[config.mk]
export PLATFORM = sky130hd
export DESIGN_NAME = keypad_scanner
export DESIGN_NICKNAME = d
export VERILOG_FILES = /design/src/rtl/keypad_scanner.sv
export SDC_FILE = /design/constraint.sdc
export NUM_CORES = 1
export LEC_CHECK = 0
export BUFFER_PORTS_ARGS = -buffer_cell sky130_fd_sc_hd__buf_4
export CAP_MARGIN = 25
export CORE_AREA = 2 2 112 114
export CTS_BUF_LIST = sky130_fd_sc_hd__clkbuf_8
export CTS_CLUSTER_DIAMETER = 80
export CTS_CLUSTER_SIZE = 8
export DETAILED_ROUTE_END_ITERATION = 7
export DIE_AREA = 0 0 114 116
export PLACE_DENSITY_LB_ADDON = 0.15
export SLEW_MARGIN = 20
export SYNTH_ARGS = -nofsm -noshare
export SYNTH_HDL_FRONTEND = slang
export SYNTH_SLANG_ARGS = --single-unit
[constraint.sdc]
create_clock -name clk_10000Hz -period 21.7 [get_ports clk_10000Hz]
set_input_delay 3.255 -clock clk_10000Hz [delete_from_list [all_inputs] [get_ports clk_10000Hz]]
set_output_delay 3.255 -clock clk_10000Hz [all_outputs]
set_load 0.01 [all_outputs]
[src/rtl/keypad_scanner.sv]
// Scans a 4x4 active-low matrix keypad and reports debounced presses as key_valid pulses with key_code.
// Latency: press stable from reset release -> key_valid in the cycle after frame edge 4 (160 cycles at defaults).
// Backpressure: none; key_valid is a single-cycle pulse and key_code holds until the next accepted press.
module keypad_scanner #(
  parameter int SCAN_DIV       = 10,
  parameter int DEBOUNCE_SCANS = 4
) (
  input  logic       clk_10000Hz,
  input  logic       reset,
  input  logic [3:0] key_col,
  output logic [3:0] key_row,
  output logic       key_valid,
  output logic [3:0] key_code,
  output logic       key_held
);

  localparam int DW = (SCAN_DIV > 1) ? $clog2(SCAN_DIV) : 1;

  typedef enum logic [1:0] {RES_NONE, RES_SINGLE, RES_MULTI} res_t;
  typedef enum logic {IDLE, PRESSED} state_t;

  logic [1:0]    col_s1_unused_guard;
  logic [3:0]    col_s1, col_s2;
  logic [DW-1:0] div_cnt;
  logic [1:0]    row_idx;
  logic [11:0]   acc_low;
  logic [15:0]   frame_low;
  logic [4:0]    ones;
  logic [3:0]    low_idx;
  res_t          frame_res, prev_res;
  logic [3:0]    frame_code, prev_code;
  logic [3:0]    db_cnt, cnt_nxt;
  logic          div_last, frame_edge, hit;
  state_t        state, state_nxt;
  logic          pulse;

  assign col_s1_unused_guard = 2'b00;
  assign div_last   = (div_cnt == DW'(SCAN_DIV - 1));
  assign frame_edge = div_last && (row_idx == 2'd3);
  assign key_row    = ~(4'b0001 << row_idx);
  assign key_held   = (state == PRESSED);

  // Two-flop synchroniser on the column lines; idle (pulled-up) value is all ones.
  always_ff @(posedge clk_10000Hz or posedge reset) begin
    if (reset) begin
      col_s1 <= 4'b1111;
      col_s2 <= 4'b1111;
    end else begin
      col_s1 <= key_col;
      col_s2 <= col_s1;
    end
  end

  // Row dwell counter and row index; the row advances on the same edge its columns are sampled.
  always_ff @(posedge clk_10000Hz or posedge reset) begin
    if (reset) begin
      div_cnt <= '0;
      row_idx <= 2'd0;
    end else if (div_last) begin
      div_cnt <= '0;
      row_idx <= row_idx + 2'd1;
    end else begin
      div_cnt <= div_cnt + DW'(1);
    end
  end

  // Accumulate low columns for rows 0..2; row 3 is taken straight from the synchroniser at frame end.
  always_ff @(posedge clk_10000Hz or posedge reset) begin
    if (reset) begin
      acc_low <= '0;
    end else if (div_last && (row_idx != 2'd3)) begin
      acc_low[row_idx*4 +: 4] <= ~col_s2;
    end
  end

  // Classify the whole frame: count low positions and locate the key when exactly one is low.
  always_comb begin
    frame_low  = {~col_s2, acc_low};
    ones       = 5'd0;
    low_idx    = 4'd0;
    for (int i = 0; i < 16; i++) begin
      if (frame_low[i]) begin
        ones    = ones + 5'd1;
        low_idx = 4'(i);
      end
    end
    frame_res  = RES_NONE;
    frame_code = 4'd0;
    if (ones == 5'd1) begin
      frame_res  = RES_SINGLE;
      frame_code = low_idx;
    end else if (ones != 5'd0) begin
      frame_res  = RES_MULTI;
    end
    if ((frame_res == prev_res) && (frame_code == prev_code))
      cnt_nxt = (db_cnt == 4'd15) ? 4'd15 : db_cnt + 4'd1;
    else
      cnt_nxt = 4'd1;
    hit = (cnt_nxt == 4'(DEBOUNCE_SCANS));
  end

  // Debounce history: consecutive identical frame results, saturating at 15.
  always_ff @(posedge clk_10000Hz or posedge reset) begin
    if (reset) begin
      prev_res  <= RES_NONE;
      prev_code <= 4'd0;
      db_cnt    <= 4'd0;
    end else if (frame_edge) begin
      prev_res  <= frame_res;
      prev_code <= frame_code;
      db_cnt    <= cnt_nxt;
    end
  end

  // Press/release state register plus the registered pulse and code it produces.
  always_ff @(posedge clk_10000Hz or posedge reset) begin
    if (reset) begin
      state     <= IDLE;
      key_valid <= 1'b0;
      key_code  <= 4'd0;
    end else begin
      state     <= state_nxt;
      key_valid <= pulse;
      if (pulse) key_code <= frame_code;
    end
  end

  // Accept a debounced single key while idle; leave only on a debounced all-released frame.
  always_comb begin
    state_nxt = state;
    pulse     = 1'b0;
    if (frame_edge) begin
      case (state)
        IDLE: begin
          if ((frame_res == RES_SINGLE) && hit) begin
            state_nxt = PRESSED;
            pulse     = 1'b1;
          end
        end
        PRESSED: begin
          if ((frame_res == RES_NONE) && hit) state_nxt = IDLE;
        end
        default: state_nxt = IDLE;
      endcase
    end
  end

endmodule

Word-level counts from Yosys, hierarchy flattened
Cells that the tools add are included.
{ "totals": {"register_bits": 42, "inputBits": 6, "output_inout_bits": 10} }
{ "classes": {"n_reduce_logical": 7, "n_mux": 43, "shift": 3, "bitwise_logic": 3, "add_sub_neg": 19, "n_eq_ne": 9} }
{ "ops": {"columns": ["operator", "n"], "rows": [
  ["5-bit by 1-bit adder with 5-bit output (second input constant)", 15],
  ["5-bit two-way mux", 15],
  ["4-bit two-way mux", 18],
  ["4-bit negation with 34-bit output", 1],
  ["4-bit by 34-bit variable shift with 12-bit output (first input constant)", 1],
  ["4-bit by 34-bit variable part select with 12-bit output", 1],
  ["12-bit bitwise mux", 1],
  ["4-bit by 1-bit adder with 4-bit output (second input constant)", 2],
  ["4-bit == test (second input constant)", 2],
  ["4-bit NOT", 2],
  ["1-bit two-way mux", 6],
  ["5-bit by 1-bit == test with 1-bit output (second input constant)", 1],
  ["1-bit logical AND", 5],
  ["5-bit nonzero test", 1],
  ["4-bit by 3-bit == test with 1-bit output (second input constant)", 1],
  ["4-bit == test", 1],
  ["2-bit two-way mux", 2],
  ["1-bit by 2-bit left shift with 4-bit output (first input constant)", 1],
  ["2-bit by 1-bit adder with 2-bit output (second input constant)", 1],
  ["2-bit by 1-bit == test with 1-bit output (second input constant)", 1],
  ["2-bit == test", 1],
  ["2-bit == test (second input constant)", 1],
  ["2-bit logical NOT", 1],
  ["2-bit != test (second input constant)", 1],
  ["2 further kinds", 2]
]} }

Depth between registers and ports, before layout
Gate-level depths: netlist of the first run.
{ "depth": {"ltp_word": 42, "depth_mapped": 56, "depth_no_buf": 56} }

Least setup slack after synthesis of the first run
OpenSTA, ideal clock, no wires.
{ "synth_path": {"path_type": "reg-to-reg", "startpoint": "register acc_low[0]", "endpoint": "register key_code[0]", "path_slack_ps": 11788, "stages_incl_launch_ff": 55, "n_path_buf": 0, "t_arrival_ps": 9787, "period_less_slack_ps": 9912, "path_cell_list": "dfrtp_1 > ha_1 > or2_2 > nand2_1 > inv_1 > ha_1 > nand2_1 > o21ai_0 > ha_1 > mux2_2 > ha_1 > a32oi_1 > nand2_1 > ha_1 > nor2b_1 > a31oi_1 > ha_1 > nand2_1 > [... 19 more ...] > inv_1 > ha_1 > nand2_1 > nand2_1 > ha_1 > o21ai_0 > a41oi_1 > ha_1 > nor2b_1 > xnor3_1 > xnor2_1 > o31ai_1 > nor2b_1 > nor4b_1 > nor4_2 > mux2i_1 > nor4_4 > mux2_2"} }
{ "synth_via": {"elab_chain_cells": 42, "word_cells_on_any_way": 46} }
{ "synth_rtl": {"columns": ["element", "line_no", "rtl"], "rows": [
  ["start, declared", "26", "logic [11:0] acc_low;"],
  ["start signal, assigned by index", "72", "acc_low[row_idx*4 +: 4] <= ~col_s2;"],
  ["1-bit two-way mux *", "82", "if (frame_low[i]) begin"],
  ["5-bit by 1-bit adder with 5-bit output", "83", "ones = ones + 5'd1;"],
  ["5-bit two-way mux *", "82", null],
  ["5-bit by 1-bit adder with 5-bit output", "83", null],
  ["5-bit two-way mux *", "82", null],
  ["5-bit by 1-bit adder with 5-bit output", "83", null],
  ["5-bit two-way mux *", "82", null],
  ["5-bit by 1-bit adder with 5-bit output", "83", null],
  ["[... 27 more ...]", null, null],
  ["1-bit logical AND", "95", "if ((frame_res == prev_res) && (frame_code == prev_code))"],
  ["4-bit two-way mux", "95", null],
  ["4-bit by 3-bit == test with 1-bit output", "99", "hit = (cnt_nxt == 4'(DEBOUNCE_SCANS));"],
  ["1-bit logical AND *", "135", "if ((frame_res == RES_SINGLE) && hit) begin"],
  ["1-bit two-way mux *", "135", null],
  ["1-bit two-way mux *", "133", "case (state)"],
  ["1-bit two-way mux *", "132", "if (frame_edge) begin"],
  ["named net pulse", "35", "logic pulse;"],
  ["end signal, assigned", "124", "if (pulse) key_code <= frame_code;"],
  ["end, declared", "13", "output logic [3:0] key_code,"]
]} }
Mark *: on every way through the listed nets, which the timed path passes. The rest lies on a longest branch.
A chain may end at the register's enable or synchronous reset.

Worst setup path in the final report of the first run
{ "layout_path": {"startpoint": "register acc_low[1]", "endpoint": "register key_code[0]"} }
{ "layout_via": {"elab_chain_cells": 40, "word_cells_on_any_way": 59} }
{ "layout_rtl": {"columns": ["element", "line_no"], "rows": [
  ["5-bit two-way mux", "82"],
  ["5-bit by 1-bit adder with 5-bit output", "83"],
  ["5-bit two-way mux", "82"],
  ["5-bit by 1-bit adder with 5-bit output", "83"],
  ["5-bit two-way mux", "82"],
  ["5-bit by 1-bit adder with 5-bit output", "83"],
  ["5-bit two-way mux", "82"],
  ["5-bit by 1-bit adder with 5-bit output", "83"],
  ["[... 25 more ...]", null],
  ["1-bit logical AND", "95"],
  ["4-bit two-way mux", "95"],
  ["4-bit by 3-bit == test with 1-bit output", "99"],
  ["1-bit logical AND *", "135"],
  ["1-bit two-way mux *", "135"],
  ["1-bit two-way mux *", "133"],
  ["1-bit two-way mux *", "132"],
  ["named net pulse", "35"]
]} }
Marks and branches as above.

==> results of run 1 <==
==> cell families after synthesis <==
group | share of synthesized area [%]
AO/OA/AOI/OAI | 15.7
multiplexers | 4.18
XOR/XNOR | 17.7
AND/OR/NAND/NOR | 20.2
flip-flops | 29.8
adder cells (fa/ha/maj) | 7.38
buffers and inverters | 5.06
==> Yosys cell counts, types with 12 or more instances <==
cell,n,area (um2)
nand2_1,60,225
dfrtp_1,34,851
inv_1,28,105
xnor2_1,28,245
nor2_1,22,82.6
ha_1,21,263
o21ai_0,21,105
o31ai_1,16,120
xor2_1,14,123
clkbuf_1,13,48.8
a21oi_1,12,60.1
nand3_1,12,60.1
==> routing by layer <==
layer  GRT usage (%)  vias to the layer above  routed length [um]
met5               0                        -                   0
met4            3.25                        0                  93
met3            1.26                        7                 122
met2            21.2                       23                3580
met1            15.9                     1298                3740
li1                -                     1444                   -
==> worst max-delay path, delay by kind of cell (launching register included) <==
kind                       cells  cell delay [ps]
adders and majority gates     13             3630
and+or+nand+nor               17             2580
AOI/OAI and AO/OA             13             2130
muxes                          4             1060
xor gates and xnor gates       2              610
buffers and inverters          5              530
DFF                            1              420
==> registers in the layout, indices dropped and copies added, names as in the netlist <==
signal / flops
acc_low: 12
col_s1: 4
col_s2: 4
db_cnt: 4
div_cnt: 4
key_code: 4
key_held: 1
key_valid: 1
prev_code: 4
prev_res: 2
row_idx: 2
==> metrics by stage <==
stage / cell area (um2) / utilization (%) / hold slack, ps
final: 3900 / 32.7 / 356
after global routing: 3900 / 32.7 / 362
after CTS: 3900 / 32.7 / 360
after detailed placement: 3810 / 32.0 / 347
after global placement: 3810 / 32.0 / 346
after floorplan: 3560 / - / 345
==> worst max-delay path by stage <==
stage / from / end / slack [ps] / depth (start not counted)
6_report: acc_low[1]$_DFFE_PP0P_ / key_code[0]$_DFFE_PP0P_ / 10580 / 54
5_1_grt: acc_low[1]$_DFFE_PP0P_ / key_code[0]$_DFFE_PP0P_ / 9370 / 54
4_1_cts: acc_low[1]$_DFFE_PP0P_ / key_code[1]$_DFFE_PP0P_ / 10500 / 54
3_5_place_dp: acc_low[1]$_DFFE_PP0P_ / key_code[1]$_DFFE_PP0P_ / 10560 / 54
3_3_place_gp: acc_low[1]$_DFFE_PP0P_ / key_code[1]$_DFFE_PP0P_ / 10810 / 54
2_1_floorplan: acc_low[0]$_DFFE_PP0P_ / key_code[0]$_DFFE_PP0P_ / 11790 / 54
==> power breakdown <==
part	switching [mW]	total, mW	internal, mW
logic	0.164	0.291	0.127
clock network	0.0302	0.0528	0.0227
registers	0.00621	0.0885	0.0823
total	0.201	0.433	0.232
==> layout make-up <==
| class | instances | area share (%) |
|---|---|---|
| Clock buffer | 5 | 1.77 |
| Clock inverter | 3 | 0.546 |
| Inverter | 30 | 2.95 |
| Multi-Input combinational cell | 315 | 59.5 |
| Sequential cell | 42 | 27.2 |
| Tap cell | 147 | 4.72 |
| Timing Repair Buffer | 17 | 3.27 |
==> results_dict.tcl, run 1 <==
set metrics [dict create \
    skew_ps 13.5 \
    period_needed_ps 11120 \
    critPathSlowestCell "nor4_4" \
    antenna_cells 0 \
    setup_tns_ps 0 \
    place_hpwl_um 5790 \
    final-seq-area_um2 1060 \
    arrival_ps 11310 \
    die_area_um2 13200 \
    rr_startpoint "acc_low[1]$_DFFE_PP0P_" \
    fill_cells 1261 \
    synth_seq_cells 42 \
    fin_crit_sh_pct 51.2 \
    cts_buffers 5 \
    max_freq_ghz 0.0899 \
    multiInputGateArea_um2 2320 \
    report.final.hold_viol_count 0 \
    setup_viol 0 \
    power_density_nw_per_um2 111 \
    setup_slack_ps 10580 \
    status "finished, final reports clean" \
    crit_type "reg2reg" \
    yosysSeqAreaShare_pct 29.8 \
    slowest_delay_ps 510 \
    layout_common_cells "nand2_1 (60), dfrtp_1 (34), xnor2_1 (28), inv_1 (27), nor2_1 (22)" \
    cap_violations 0 \
    syn_inst 403 \
    worstPathMaxFanout 5 \
    row_count 40 \
    cp-end-kind "flop" \
    syn_area_um2 3560 \
    overflow 0 \
    ff2ff_setup_slack_ps 10580 \
    fp.dieH_um 116 \
    vias_per_cell 4.96 \
    p_leak_nw 1.72 \
    clk_pin_slew_ps 100 \
    layout.cells.non_filler 559 \
    worst_pin_slew_ps 570 \
    maxSlewViolCount 0 \
    initialDrtViolationCount 106 \
    ir_drop_uv 45.1 \
    synth.net_count 430 \
    mostFrequentLayoutCell "nand2_1" \
    ys.warnings.count 0 \
    grt.total_usage_pct 12.1 \
    worstHoldStart "col_s1[0]$_DFF_PP1_" \
    drc 0 \
    gp_congestion 0.728 \
    syn_avg_cell_area_um2 8.84 \
    reg2regPathDepth 54 \
    initial_core_util_pct 29.9 \
    synth_edf_count 0 \
    drive_above_1_share_pct 13.3 \
    hold-path-endpoint "col_s2[0]$_DFF_PP1_" \
    fin_nets 438 \
    ys.flop_type "dfrtp_1" \
    required_ps 21890 \
    cts_resized 0 \
    syn2layout_area_growth_pct 9.45 \
    hold_buffers 0 \
    final_antenna_net_count 0 \
    core_um2 11900 \
    grt_pass1_vias 2702 \
    cts.sinks 42 \
    vias 2772 \
    drt_wl_total_um 7540 \
    dp.cells 551 \
    antenna_found_initial 0 \
    synthArstFlopShare_pct 100 \
    r2r_end "key_code[0]$_DFFE_PP0P_" \
    synthDistinctLibCells 59 \
    root_buffer "clkbuf_8" \
    hp-class "reg2reg" \
    h-tree-depth 2 \
    pre_cts_ws_ps 10560 \
    holdPathStages 0 \
    insertion_delay_ps 310 \
    grt_max_degree 43 \
    cts_setup_buffers 0 \
    fin_total_pwr_mw 0.433 \
    cts_buffer_depth 2 \
    rsz0062_at_grt "no" \
    relSlewSlack_pct 61.8 \
    cp-start-kind "flop" \
    wl_per_cell_um 13.5 \
    drt_pre_antenna_iters 4 \
    cts_tree "built" \
    crit_top_cell "ha_1" \
    io_buffers 15 \
    die_x_um 114 \
    grt_pass1_wl_um 13000 \
    ios 16 \
]
Power figures use the tool's default switching activity.
==> run 2: changes to the inputs <==
- clock period: 21.7 -> 9.9 ns (I/O delays scaled with it)
==> run 2 against run 1 <==
Net effect: sequential power rose by 120%; combinational power rose to 4.1 times the previous value; worst setup slack got worse by 10000 ps; total power rose to 3.4 times the previous value; non-clock buffer count rose by 71; global-route usage rose by 1.9 points; critical path type unchanged; largest cell class unchanged.
==> results_dict.tcl, run 2 (same netlist as run 1, synthesis figures left out) <==
set metrics [dict create \
    ios 16 \
    cts_buffers 5 \
    period_needed_ps 9460 \
    setup_viol 0 \
    crit_cells 57 \
    max_freq_ghz 0.106 \
    required_ps 10080 \
    pre_cts_ws_ps -725 \
    row_count 40 \
    gp_congestion 0.770 \
    p_leak_nw 2.12 \
    place_hpwl_um 6160 \
    reg2regPathDepth 57 \
    grt_max_degree 43 \
    cp-start-kind "flop" \
    final_antenna_net_count 0 \
    drt_pre_antenna_iters 4 \
    slowest_delay_ps 390 \
    grt_use_met3_pct 1.36 \
    insertion_delay_ps 300 \
    grt_use_met1_pct 18.2 \
    hold_buffers 0 \
    antenna_found_initial 0 \
    holdPathStages 0 \
    grt_pass1_wl_um 15100 \
    cp-end-kind "flop" \
    root_buffer "clkbuf_8" \
    fin_crit_sh_pct 95.6 \
    p_sw_mw 0.634 \
    grt_pass1_vias 3166 \
    met2_usage_pct 24.5 \
    vias_per_cell 4.90 \
    largest_register_ff_count 12 \
    arrival_ps 9650 \
    seqPwrFrac_pct 13.1 \
    wl_per_cell_um 14.0 \
    drive_above_1_share_pct 38.1 \
    maxSlewViolCount 0 \
    worst_pin_slew_ps 749 \
    syn2layout_area_growth_pct 36.1 \
    combPwrFrac_pct 79.1 \
    dp.cells 585 \
    report.final.hold_viol_count 0 \
    die_area_um2 13200 \
    setup_slack_ps 436 \
    cts_tree "built" \
    fin_total_pwr_mw 1.49 \
    vias 3084 \
    regMostFlops "acc_low" \
    cts_buffer_depth 2 \
    io_buffers 15 \
    overflow 0 \
    ir_drop_uv 153 \
    drc 0 \
    power_density_nw_per_um2 307 \
    layout_common_cells "buf_4 (84), nand2_1 (53), dfrtp_1 (34), xnor2_1 (26), nor2_1 (22)" \
    h-tree-depth 2 \
    worstPathMaxFanout 3 \
    initial_core_util_pct 29.9 \
    mostFrequentLayoutCell "buf_4" \
    fin_nets 509 \
    internal-power_mw 0.855 \
    critPathTopFamily "adder cells" \
    crit_top_cell "buf_4" \
    initialDrtViolationCount 76 \
    core_um2 11900 \
    crit_type "reg2reg" \
    top_usage_layer "met2" \
    grt.total_usage_pct 13.9 \
    hp-class "reg2reg" \
    die_x_um 114 \
    swShare_pct 42.6 \
    critPathSlowestCell "dfrtp_1" \
    layout.cells.non_filler 630 \
    skew_ps 10.9 \
    status "finished, final reports clean" \
    cap_violations 0 \
    fp.dieH_um 116 \
    path_buf_inv 22 \
    power.share.clock_pct 7.8 \
    antenna_cells 0 \
    drt_wl_total_um 8840 \
    relSlewSlack_pct 49.4 \
    clk_pin_slew_ps 90 \
    cts.sinks 42 \
]
==> run 2: repair_timing <==
item,CTS,global route
cloned,0,0
setup buffers,32,6
pin swaps,9,25
endpoints found under the setup margin,12,16
gates resized for setup,26,60
==> run 2: power groups by stage <==
stage          sequential, mW  clock [mW]  combinational [mW]
6_report                0.195       0.116                1.18
5_1_grt                 0.197       0.129                1.30
4_1_cts                 0.193       0.121               0.985
3_5_place_dp            0.196           0               0.800
3_3_place_gp            0.196           0               0.790
2_1_floorplan           0.187           0               0.541
==> run 2: final timing paths <==
path	startpoint	end	slack, ps
max	acc_low[1]$_DFFE_PP0P_	key_held$_DFFE_PP0P_	440
min	col_s1[2]$_DFF_PP1_	col_s2[2]$_DFF_PP1_	360
max reg2reg	acc_low[1]$_DFFE_PP0P_	key_held$_DFFE_PP0P_	440
min reg2reg	col_s1[2]$_DFF_PP1_	col_s2[2]$_DFF_PP1_	360
max in group asynchronous	reset	col_s1[1]$_DFF_PP1_	8210
min in group asynchronous	reset	row_idx[1]$_DFFE_PP0P_	1310
==> run 2: through the flow <==
| stage | setup TNS, ps | cell area, um2 | utilization (%) | hold WS, ps |
|---|---|---|---|---|
| after detailed placement | -6390 | 4060 | 34.1 | 347 |
| after floorplan | 0 | 3560 | - | 345 |
| after global routing | -550 | 4850 | 40.7 | 362 |
| after global placement | -4130 | 4060 | 34.1 | 346 |
| after CTS | 0 | 4510 | 37.8 | 359 |
| final | 0 | 4850 | 40.7 | 358 |
==> run 2: cell type report <==
| class | instances | area (um2) |
|---|---|---|
| Fill cell | 1190 | 7070 |
| Multi-Input combinational cell | 315 | 2720 |
| Sequential cell | 42 | 1060 |
| Timing Repair Buffer | 88 | 669 |
| Tap cell | 147 | 184 |
| Inverter | 30 | 120 |
| Clock buffer | 5 | 68.8 |
| Clock inverter | 3 | 23.8 |
==> run 2: per-layer routing <==
layer | share of wire [%] | wire length [um]
met1 | 47 | 4170
met5 | 0 | 0
met4 | 1.1 | 98
met3 | 1.3 | 117
met2 | 50 | 4460
==> run 2: worst register-to-register path, delay by kind of cell, from the launching register on <==
kind / cells / cell delay, ps
AOI/OAI and AO/OA: 9 / 1030
xor gates and xnor gates: 2 / 310
adders and majority gates: 10 / 2690
buffers and inverters: 22 / 2490
DFF: 1 / 390
muxes: 4 / 1000
and+or+nand+nor: 10 / 1440
